===== config.mk =====
export PLATFORM = sky130hd
export DESIGN_NAME = hall_tachometer_flat
export DESIGN_NICKNAME = d
export VERILOG_FILES = /design/src/rtl/motor_pkg.sv /design/src/rtl/hall_tachometer_if.sv /design/src/rtl/hall_debounce.sv /design/src/rtl/hall_tachometer.sv /design/src/flat_wrapper.sv
export SDC_FILE = /design/constraint.sdc
export NUM_CORES = 1
export LEC_CHECK = 0
export ABC_AREA = 1
export CORE_MARGIN = 2
export CORE_UTILIZATION = 54
export CTS_CLUSTER_SIZE = 14
export DETAILED_ROUTE_END_ITERATION = 10
export GPL_TIMING_DRIVEN = 0
export PLACE_DENSITY = 0.77
export SETUP_SLACK_MARGIN = 0.2
export SYNTH_ARGS = -nofsm -noshare
export SYNTH_HDL_FRONTEND = slang
export SYNTH_SLANG_ARGS = --single-unit

===== constraint.sdc =====
create_clock -name clock -period 7.2 [get_ports clock]
set_clock_uncertainty 0.2 [all_clocks]
set_input_delay 1.08 -clock clock [delete_from_list [all_inputs] [get_ports clock]]
set_output_delay 1.08 -clock clock [all_outputs]
set_load 0.01 [all_outputs]

===== src/rtl/motor_pkg.sv =====
`default_nettype none
// ============================================================================
//  Package     : motor_pkg
//  Description : Shared motor-control constants: hall sector map, tachometer
//                FSM encoding, default widths and phase driver duty width.
//  Revision    : 1.0 - initial release
// ============================================================================
package motor_pkg;

  // Default widths shared by the motor-control blocks
  localparam int c_default_debounce_cycles = 3;
  localparam int c_default_count_width     = 16;
  localparam int c_default_period_width    = 20;
  localparam int c_phase_duty_width        = 10;

  // Hall code for each commutation sector {hA,hB,hC}
  localparam logic [2:0] c_code_s0 = 3'b001;
  localparam logic [2:0] c_code_s1 = 3'b011;
  localparam logic [2:0] c_code_s2 = 3'b010;
  localparam logic [2:0] c_code_s3 = 3'b110;
  localparam logic [2:0] c_code_s4 = 3'b100;
  localparam logic [2:0] c_code_s5 = 3'b101;

  // Sector value returned for 000 / 111
  localparam logic [2:0] c_sector_invalid = 3'd7;

  // Tachometer FSM: ACQUIRE has no reference sector, TRACK holds one
  typedef enum logic [0:0] {
    ACQUIRE = 1'b0,
    TRACK   = 1'b1
  } tach_state_t;

  // Translate a hall code into its sector number (0..5) or c_sector_invalid
  function automatic logic [2:0] hall_sector(input logic [2:0] code);
    logic [2:0] sector;
    sector = c_sector_invalid;
    case (code)
      c_code_s0: sector = 3'd0;
      c_code_s1: sector = 3'd1;
      c_code_s2: sector = 3'd2;
      c_code_s3: sector = 3'd3;
      c_code_s4: sector = 3'd4;
      c_code_s5: sector = 3'd5;
      default:   sector = c_sector_invalid;
    endcase
    return sector;
  endfunction

endpackage
`default_nettype wire


===== src/rtl/hall_tachometer_if.sv =====
`default_nettype none
// ============================================================================
//  Interface   : hall_tachometer_if
//  Description : Hall input / tachometer result bundle. master drives the raw
//                hall lines and clear; slave is the tachometer itself.
//  Revision    : 1.0 - initial release
// ============================================================================
interface hall_tachometer_if #(
  parameter int COUNT_WIDTH  = 16,
  parameter int PERIOD_WIDTH = 20
);
  logic [2:0]                     h;
  logic                           clear;
  logic signed [COUNT_WIDTH-1:0]  position;
  logic [PERIOD_WIDTH-1:0]        period;
  logic                           direction;
  logic                           step;
  logic                           stalled;
  logic                           fault;

  modport master (
    output h, clear,
    input  position, period, direction, step, stalled, fault
  );

  modport slave (
    input  h, clear,
    output position, period, direction, step, stalled, fault
  );
endinterface
`default_nettype wire


===== src/rtl/hall_debounce.sv =====
`default_nettype none
// ============================================================================
//  Module      : hall_debounce
//  Description : 2-flop synchronizer for the raw hall lines followed by a
//                stability counter; emits a one-cycle accept strobe when a
//                new code has been stable for DEBOUNCE_CYCLES cycles.
//  Revision    : 1.0 - initial release
// ============================================================================
module hall_debounce
  import motor_pkg::*;
#(
  parameter int DEBOUNCE_CYCLES = c_default_debounce_cycles
) (
  input  wire logic       clock,
  input  wire logic       reset_n,
  input  wire logic [2:0] i_h,
  output logic      [2:0] o_code,
  output logic            o_accept
);

  localparam logic [3:0] c_target = 4'(DEBOUNCE_CYCLES);

  logic [2:0] r_sync1;
  logic [2:0] r_sync2;
  logic [2:0] r_prev;
  logic [3:0] r_cnt;
  logic [2:0] r_accepted;
  logic       r_accept;

  // Synchronize, count how long r_prev has been stable, accept new codes
  always_ff @(posedge clock) begin
    if (!reset_n) begin
      r_sync1    <= 3'b000;
      r_sync2    <= 3'b000;
      r_prev     <= 3'b000;
      r_cnt      <= 4'd0;
      r_accepted <= 3'b000;
      r_accept   <= 1'b0;
    end else begin
      r_sync1  <= i_h;
      r_sync2  <= r_sync1;
      r_prev   <= r_sync2;
      r_accept <= 1'b0;
      if (r_sync2 != r_prev) begin
        // the new value lands in r_prev this edge: its first stable cycle
        r_cnt <= 4'd1;
      end else if (r_cnt != c_target) begin
        r_cnt <= r_cnt + 4'd1;
      end else if (r_prev != r_accepted) begin
        r_accepted <= r_prev;
        r_accept   <= 1'b1;
      end
    end
  end

  assign o_code   = r_accepted;
  assign o_accept = r_accept;

endmodule
`default_nettype wire


===== src/rtl/hall_tachometer.sv =====
`default_nettype none
// ============================================================================
//  Module      : hall_tachometer
//  Description : Hall-sensor tachometer: decodes debounced hall codes into
//                commutation steps, keeps a signed position count, measures
//                the step period and flags invalid codes / skipped sectors.
//  Revision    : 1.0 - initial release
// ============================================================================
module hall_tachometer
  import motor_pkg::*;
#(
  parameter int DEBOUNCE_CYCLES = c_default_debounce_cycles,
  parameter int COUNT_WIDTH     = c_default_count_width,
  parameter int PERIOD_WIDTH    = c_default_period_width
) (
  input  wire logic         clock,
  input  wire logic         reset_n,
  hall_tachometer_if.slave  tach
);

  tach_state_t             r_state;
  tach_state_t             w_state_next;
  logic [2:0]              r_ref;
  logic [COUNT_WIDTH-1:0]  r_position;
  logic [PERIOD_WIDTH-1:0] r_period;
  logic [PERIOD_WIDTH-1:0] r_cnt;
  logic                    r_direction;
  logic                    r_step;
  logic                    r_fault;

  logic [2:0]              w_code;
  logic                    w_accept;
  logic [2:0]              w_sector;
  logic [3:0]              w_sum;
  logic [2:0]              w_delta;
  logic                    w_fwd;
  logic                    w_rev;
  logic                    w_fault_set;
  logic                    w_ref_load;
  logic [PERIOD_WIDTH-1:0] w_cnt_inc;

  hall_debounce #(
    .DEBOUNCE_CYCLES (DEBOUNCE_CYCLES)
  ) u_debounce (
    .clock    (clock),
    .reset_n  (reset_n),
    .i_h      (tach.h),
    .o_code   (w_code),
    .o_accept (w_accept)
  );

  // Sector delta modulo 6 relative to the reference (both operands 0..5)
  assign w_sector  = hall_sector(w_code);
  assign w_sum     = {1'b0, w_sector} + 4'd6 - {1'b0, r_ref};
  assign w_delta   = (w_sum >= 4'd6) ? 3'(w_sum - 4'd6) : w_sum[2:0];
  assign w_cnt_inc = (&r_cnt) ? r_cnt : r_cnt + 1'b1;

  // FSM state register
  always_ff @(posedge clock) begin
    if (!reset_n) r_state <= ACQUIRE;
    else          r_state <= w_state_next;
  end

  // Next state and per-accept decisions
  always_comb begin
    w_state_next = r_state;
    w_fwd        = 1'b0;
    w_rev        = 1'b0;
    w_fault_set  = 1'b0;
    w_ref_load   = 1'b0;
    if (w_accept) begin
      if (w_sector == c_sector_invalid) begin
        w_fault_set  = 1'b1;
        w_state_next = ACQUIRE;
      end else begin
        w_ref_load = 1'b1;
        case (r_state)
          ACQUIRE: w_state_next = TRACK;
          TRACK: begin
            if (w_delta == 3'd1)      w_fwd       = 1'b1;
            else if (w_delta == 3'd5) w_rev       = 1'b1;
            else if (w_delta != 3'd0) w_fault_set = 1'b1;
          end
          default: w_state_next = ACQUIRE;
        endcase
      end
    end
  end

  // Position, direction, step strobe, fault, reference sector and period
  always_ff @(posedge clock) begin
    if (!reset_n) begin
      r_ref       <= 3'd0;
      r_position  <= '0;
      r_period    <= '0;
      r_cnt       <= '0;
      r_direction <= 1'b1;
      r_step      <= 1'b0;
      r_fault     <= 1'b0;
    end else begin
      r_step <= w_fwd | w_rev;
      if (w_ref_load) r_ref <= w_sector;
      if (w_fwd) r_direction <= 1'b1;
      if (w_rev) r_direction <= 1'b0;

      // clear takes priority over a simultaneous step for the count
      if (tach.clear)  r_position <= '0;
      else if (w_fwd)  r_position <= r_position + 1'b1;
      else if (w_rev)  r_position <= r_position - 1'b1;

      if (tach.clear)       r_fault <= 1'b0;
      else if (w_fault_set) r_fault <= 1'b1;

      // counter runs only while tracking; a step latches it and restarts
      if (w_fwd || w_rev) begin
        r_period <= w_cnt_inc;
        r_cnt    <= '0;
      end else if (r_state == TRACK && w_state_next == TRACK) begin
        r_cnt <= w_cnt_inc;
      end else begin
        r_cnt <= '0;
      end
    end
  end

  assign tach.position  = r_position;
  assign tach.period    = r_period;
  assign tach.direction = r_direction;
  assign tach.step      = r_step;
  assign tach.stalled   = &r_cnt;
  assign tach.fault     = r_fault;

endmodule
`default_nettype wire

===== src/flat_wrapper.sv =====
// flat-port wrapper written by rule: the top's interface ports become plain ports
module hall_tachometer_flat import motor_pkg::*;
#(
  parameter int DEBOUNCE_CYCLES = c_default_debounce_cycles,
  parameter int COUNT_WIDTH     = c_default_count_width,
  parameter int PERIOD_WIDTH    = c_default_period_width
)
  (clock, reset_n, tach_h, tach_clear, tach_position, tach_period, tach_direction, tach_step, tach_stalled, tach_fault);
  hall_tachometer_if #(.COUNT_WIDTH(COUNT_WIDTH), .PERIOD_WIDTH(PERIOD_WIDTH)) tach_i ();
  input  wire logic clock;
  input  wire logic reset_n;
  input wire logic [$bits(tach_i.h)-1:0] tach_h;
  input wire logic [$bits(tach_i.clear)-1:0] tach_clear;
  output wire logic [$bits(tach_i.position)-1:0] tach_position;
  output wire logic [$bits(tach_i.period)-1:0] tach_period;
  output wire logic [$bits(tach_i.direction)-1:0] tach_direction;
  output wire logic [$bits(tach_i.step)-1:0] tach_step;
  output wire logic [$bits(tach_i.stalled)-1:0] tach_stalled;
  output wire logic [$bits(tach_i.fault)-1:0] tach_fault;
  assign tach_i.h = tach_h;
  assign tach_i.clear = tach_clear;
  assign tach_position = tach_i.position;
  assign tach_period = tach_i.period;
  assign tach_direction = tach_i.direction;
  assign tach_step = tach_i.step;
  assign tach_stalled = tach_i.stalled;
  assign tach_fault = tach_i.fault;
  hall_tachometer #(.DEBOUNCE_CYCLES(DEBOUNCE_CYCLES), .COUNT_WIDTH(COUNT_WIDTH), .PERIOD_WIDTH(PERIOD_WIDTH)) u_core (.clock(clock), .reset_n(reset_n), .tach(tach_i));
endmodule

==> metrics.txt, run 1 <==
synthesized flop and latch total=80; drt pass-1 iters=5; WP buf/inv=4; leakage power=2.27 nW; drt total wl=10.3 mm; final setup fails=0; core box area=0.00773 sq mm; routability cong.=0.902; Post-synth EDFFs=0; routed len/inst=13.3 um; initial drt markers=200; first-pass GRT wire length=17.9 mm; maxcap violations=0; antenna viol nets, final=0; relative slew slack=55.6%; Die ar.=0.00874 sq mm; placed instance count=754; Critical Path AT=4.55 ns; total power draw=0.828 mW; CTS clk-pin slew, worst paths=0.09 ns; clock sink total=80; CP delay by family, top=adder cells; Place WS=2.76 ns; Hold Path Class=reg2reg; max-slew violation count=0; hpwl dp=7.66 mm; CTS tree=yes; Root Buffer=clkbuf_8; Synth cell types=36; # DRC=0; n_diodes=0; final instance area=0.00511 sq mm; fmax=0.223 GHz; cell area power density=162 mW/mm^2; WP data required=7.26 ns; fraction of registers with async set/reset=0%; largest net degree at the start of global routing=19; synthesized cell area=0.00433 sq mm; period utilization=62.4%; fin util=66.2%; P&R area growth vs syn=18.2%; clock buffer count from CTS=9; PortBufs=45; critical path fanouts, max=18; Slew @ Worst Pin=0.665 ns; crit-path cells=inv_2 -> nand2_2 -> nand2_1 -> ha_1 -> inv_1 -> ha_1 -> fa_1 -> nor2_1 -> o21ai_2 -> nand3_4 -> nor2_1 -> inv_1 -> ha_1 -> or2_2 -> nand2_1 -> o21bai_1 -> nand3_1 -> nand2_1 -> nor2_1 -> o21ai_1 -> inv_1; Vias/cell=5.22; Syn Nets=638; Main synth FF type=dfxtp_1; IO Pins=46; minimum clock period=4.49 ns; Clock Tree Buf Depth=2; initial antenna violation count=0; maximum VDD drop=113 uV; final hold slack=0.224 ns; Placement Cell Area=0.00490 sq mm; post-route non-filler standard cell count=770; RSZ-0062 raised after global routing=false; crit-path max cell delay=0.51 ns; CP Capture Type=flip-flop; Gate Count Post-Synth=607; Nets=694; Syn Area/Cell=7.13 sq um; die extent in x=93.5 um; Layout fillers=686; Vias=4023; row cnt=32; Setup Crit Path Kind=reg2reg; GRT Residual Overflow=0; Setup TNS Final=0 ns; Synth warnings=0; clk_lat worst skew=0.36 ns; Crit-path slowest cell=fa_1; Seq/Total Area, Yosys=37.0%; Post-CTS Setup Bufs=0; die height=93.5 um; cts repair resizes=0; status=finished clean; # H-tree levels=3; final setup margin=2.71 ns; startpoint types=flip-flop; share of layout cells above drive strength 1=8.08%; number of global-route vias before repair=3930; # hold bufs at CTS=0; Initial Util=56.0%; total track usage=25.4%; Hold Vio Cnt, Final=0
## where the power goes
part           internal (mW)  total, mW  switching, mW
logic                0.00901     0.0227         0.0137
registers              0.446      0.448        0.00281
clock network          0.174      0.357          0.183
total                  0.629      0.828          0.199
## cell type report
class,count,area [sq um],area share (%)
Buffer,12,92.6,1.81
Clock buffer,10,138,2.69
Clock inverter,6,72.6,1.42
Inverter,89,339,6.63
Multi-Input combinational cell,426,2290,44.8
Sequential cell,80,1600,31.3
Tap cell,102,128,2.50
Timing Repair Buffer,45,450,8.81
## worst register-to-register path: cells and delay by family, from the launching register on
kind / cells / cell delay, ns
AND/OR/NAND/NOR: 10 / 1.11
AO/OA/AOI/OAI: 3 / 0.65
flip-flops: 1 / 0.45
adder cells (fa/ha/maj): 4 / 1.47
buffers and inverters: 4 / 0.53
## registers in the layout (all words and copies together), names as in the netlist
signal                      count
u_core.r_cnt                   20
u_core.u_debounce.o_accept      1
u_core.r_state                  1
u_core.u_debounce.r_prev        3
u_core.r_ref                    3
u_core.u_debounce.r_cnt         4
u_core.tach.direction           1
u_core.u_debounce.r_sync1       3
u_core.u_debounce.r_sync2       3
u_core.tach.step                1
u_core.u_debounce.o_code        3
u_core.tach.fault               1
u_core.tach.period             20
u_core.tach.position           16
## final timing paths
kind / start / endpoint / slack [ns] / cells past startpoint
worst min register to register: u_core.u_debounce.r_sync1[0] / u_core.u_debounce.r_sync2[0] / 0.22 / 2
worst min-delay path: u_core.u_debounce.r_sync1[0] / u_core.u_debounce.r_sync2[0] / 0.22 / 2
worst max register to register: u_core.u_debounce.o_code[1] / u_core.tach.position[13] / 2.71 / 21
worst max-delay path: u_core.u_debounce.o_code[1] / u_core.tach.position[13] / 2.71 / 21
## routing by layer
| metal | share of wire [%] | GRT usage, % | vias to the layer above |
|---|---|---|---|
| li1 | - | - | 2049 |
| met3 | 4.0 | 3.46 | 10 |
| met1 | 49 | 34.8 | 1873 |
| met5 | 0 | 0 | - |
| met2 | 46 | 42.3 | 91 |
| met4 | 0.99 | 6.62 | 0 |
## kinds of logic after synthesis
group / after synthesis / share of synthesized area [%]
adder cells (fa/ha/maj): 25 / 7.58
flip-flops: 80 / 37.0
XOR/XNOR: 25 / 5.06
AND/OR/NAND/NOR: 273 / 27.5
buffers and inverters: 101 / 9.98
AO/OA/AOI/OAI: 103 / 12.9
## synth_stat cells, types with 2 or more instances
master    number  area share (%)
nand2_2        4            0.58
o21bai_1       2            0.35
o21ai_2        5             1.0
buf_2          2            0.23
o21ai_0       38             4.4
a21o_1         2            0.35
dfxtp_1       80              37
nor2_1        79             6.9
o21ai_1        3            0.35
nand2_1      125              11
nor3_1         9             1.0
inv_4          2            0.29
xor2_1        12             2.4
inv_1         82             7.1
or2_2          3            0.43
clkbuf_1       4            0.35
nand3_1       34             3.9
nand3_4        2            0.81
a31oi_1        3            0.43
nand3b_1       4            0.69
ha_1          23             6.7
inv_2          5            0.43
xnor2_1       13             2.6
nor3_2         2            0.46
nor2_2         4            0.58
a21oi_1       48             5.6
fa_1           2            0.93
buf_6          4             1.0
nand4_1        4            0.58
## placed cells by master (no fill, tap or decap), types with 2 or more instances in the layout
master and instances:
fa_1 2, dfxtp_1 80, nand3b_1 4, ha_1 23, clkdlybuf4s50_1 45, inv_1 82, nor3_1 9, a21oi_1 48
inv_2 5, nand3_4 2, nand4_1 4, clkbuf_1 4, nor2_2 4, nand3_1 34, buf_2 2, inv_4 2
o21ai_2 5, a31oi_1 3, nand2_2 4, o21ai_1 3, nor3_2 2, buf_6 4, nand2_1 125, o21bai_1 2
clkbuf_8 10, or2_2 3, o21ai_0 38, xor2_1 12, a21o_1 2, inv_6 3, nor2_1 79, xnor2_1 13
No activity file was read; power rests on OpenSTA's default activity.
==> run 2, diff against run 1 <==
--- a/config.mk
+++ b/config.mk
@@ -7,11 +7,11 @@
 export LEC_CHECK = 0
 export ABC_AREA = 1
 export CORE_MARGIN = 2
-export CORE_UTILIZATION = 54
+export CORE_UTILIZATION = 51
 export CTS_CLUSTER_SIZE = 14
 export DETAILED_ROUTE_END_ITERATION = 10
 export GPL_TIMING_DRIVEN = 0
-export PLACE_DENSITY = 0.77
+export PLACE_DENSITY = 0.76
 export SETUP_SLACK_MARGIN = 0.2
 export SYNTH_ARGS = -nofsm -noshare
 export SYNTH_HDL_FRONTEND = slang
==> constraint.sdc (replaced) <==
create_clock -name clock -period 3.66 [get_ports clock]
set_clock_uncertainty 0.2 [all_clocks]
set_input_delay 0.549 -clock clock [delete_from_list [all_inputs] [get_ports clock]]
set_output_delay 0.549 -clock clock [all_outputs]
set_load 0.01 [all_outputs]
==> metrics.txt, run 2 (same netlist as run 1, synthesis figures left out) <==
Initial Util=52.6%; Register Area=0.00161 sq mm; commonest non-fill, non-tap cells in the layout=95 x nand2_1, 77 x dfxtp_1, 72 x inv_1, 72 x nor2_1, 45 x clkdlybuf4s50_1; share of layout cells above drive strength 1=25.1%; cell area power density=264 mW/mm^2; Critical Path AT=3.83 ns; drt pass-1 iters=4; hpwl dp=7.71 mm; Hold Path Class=reg2reg; Root Buffer=clkbuf_8; placed instance count=757; relative slew slack=63.2%; Crit-path slowest cell=fa_2; total track usage=26.7%; most common cell after layout, fill and taps aside=nand2_1; Layout fillers=650; clock group share of total power=40.0%; Power Internal=1.17 mW; antenna viol nets, final=0; wl on met1=5.45 mm; first-pass GRT wire length=19.1 mm; maximum VDD drop=231 uV; maxcap violations=0; failing checks=setup timing; CP delay by family, top=adder cells; startpoint types=flip-flop; fin util=71.6%; highest metal used=met4; period utilization=103%; sw frac=24.8%; sequential power share=56.7%; Nets=719; DR WL met2=5.56 mm; routability cong.=0.919; row cnt=33; fmax=0.265 GHz; Switch Pwr=0.385 mW; PortBufs=45; clk_lat worst skew=0.36 ns; critical path depth=24; die height=96.1 um; post-route non-filler standard cell count=798; initial antenna violation count=0; max-slew violation count=0; worst hold path depth=2; routed len/inst=14.7 um; Die ar.=0.00923 sq mm; CP Capture Type=flip-flop; # DRC=0; Vias/cell=5.24; DR WL met3=495 um; CTS clk-pin slew, worst paths=0.09 ns; status=complete, but fails checks; final setup fails=9; CTS tree=yes; final setup margin=-0.110 ns; critical path fanouts, max=5; WP buf/inv=6; P&R area growth vs syn=36.0%; leakage power=2.47 nW; area of the multi-input gates=0.00284 sq mm; crit-path cells=inv_4 -> nand2_4 -> nand2_4 -> ha_4 -> inv_2 -> ha_4 -> fa_2 -> nor2_4 -> o21ai_4 -> nand3_4 -> nor2_4 -> buf_12 -> inv_8 -> ha_4 -> nand2_1 -> nand2_2 -> a21oi_2 -> inv_1 -> a21oi_2 -> nand2_2 -> nand2_1 -> nand2_1 -> o21ai_1 -> inv_1; crit-path max cell delay=0.57 ns; Vias=4183; Clock Tree Buf Depth=2; largest net degree at the start of global routing=16; initial drt markers=159; IO Pins=46; RSZ-0062 raised after global routing=true; Comb power frac=3.3%; die extent in x=96.1 um; Setup Crit Path Kind=reg2reg; GRT Residual Overflow=0; minimum clock period=3.77 ns; Hold Vio Cnt, Final=0; Slew @ Worst Pin=0.552 ns; # H-tree levels=3; clock sink total=80; number of global-route vias before repair=4222; core box area=0.00822 sq mm; Setup TNS Final=-0.565 ns; worst-case reg-to-reg path depth=24; WP data required=3.72 ns; clock buffer count from CTS=9; drt total wl=11.7 mm; n_diodes=0
## run 2: area by class of cell
cell class,instances,area share [%]
Buffer,12,1.57
Inverter,89,6.06
Clock inverter,5,0.723
Timing Repair inverter,2,0.532
Sequential cell,80,27.4
Clock buffer,11,2.40
Tap cell,105,2.23
Multi-Input combinational cell,426,48.2
Timing Repair Buffer,68,10.9
## run 2: through the flow
stage / setup WS [ns] / hold slack, ns / cell area, sq um / power (mW)
detailed placement: -0.257 / 0.198 / 5070 / 0.948
global placement: -0.161 / 0.197 / 5070 / 0.945
global route: -0.271 / 0.247 / 5880 / 1.60
finish: -0.110 / 0.217 / 5880 / 1.55
floorplan: 0.139 / 0.190 / 4490 / 0.930
CTS: -0.0286 / 0.219 / 5740 / 1.56
## run 2: timing repair
| item | in CTS | in global routing |
|---|---|---|
| resized for setup | 77 | 26 |
| setup buffers | 16 | 7 |
| gates cloned | 2 | 0 |
| pin swaps | 35 | 39 |
| setup endpoints to repair | 13 | 14 |
| hold buffers | 0 | 0 |
## run 2: worst paths after layout
kind | startpoint | endpoint | slack (ns)
setup / recovery | u_core.u_debounce.o_code[2] | u_core.tach.position[13] | -0.11
hold / removal | u_core.u_debounce.r_sync1[1] | u_core.u_debounce.r_sync2[1] | 0.22
setup reg to reg | u_core.u_debounce.o_code[2] | u_core.tach.position[13] | -0.11
hold reg to reg | u_core.u_debounce.r_sync1[1] | u_core.u_debounce.r_sync2[1] | 0.22
## run 2: worst reg2reg max path, delay by kind of cell (launching register included)
| family | cells | cell delay (ns) |
|---|---|---|
| compound gates | 4 | 0.56 |
| fa+ha+maj | 4 | 1.24 |
| buf+inv | 6 | 0.45 |
| flops | 1 | 0.41 |
| simple gates | 10 | 0.81 |
## run 2: metal layers
| layer | up-vias | GRT usage [%] |
|---|---|---|
| met5 | - | 0 |
| met4 | 0 | 10.4 |
| met3 | 20 | 4.70 |
| met2 | 90 | 43.8 |
| met1 | 1971 | 34.9 |
| li1 | 2102 | - |
## run 2: power groups by stage
stage	logic, mW	registers, mW	clock network (mW)
after global placement	0.0438	0.902	0
final	0.0512	0.880	0.620
after global routing	0.0575	0.881	0.662
after floorplan	0.0296	0.901	0
after detailed placement	0.0457	0.902	0
after CTS	0.0505	0.880	0.625
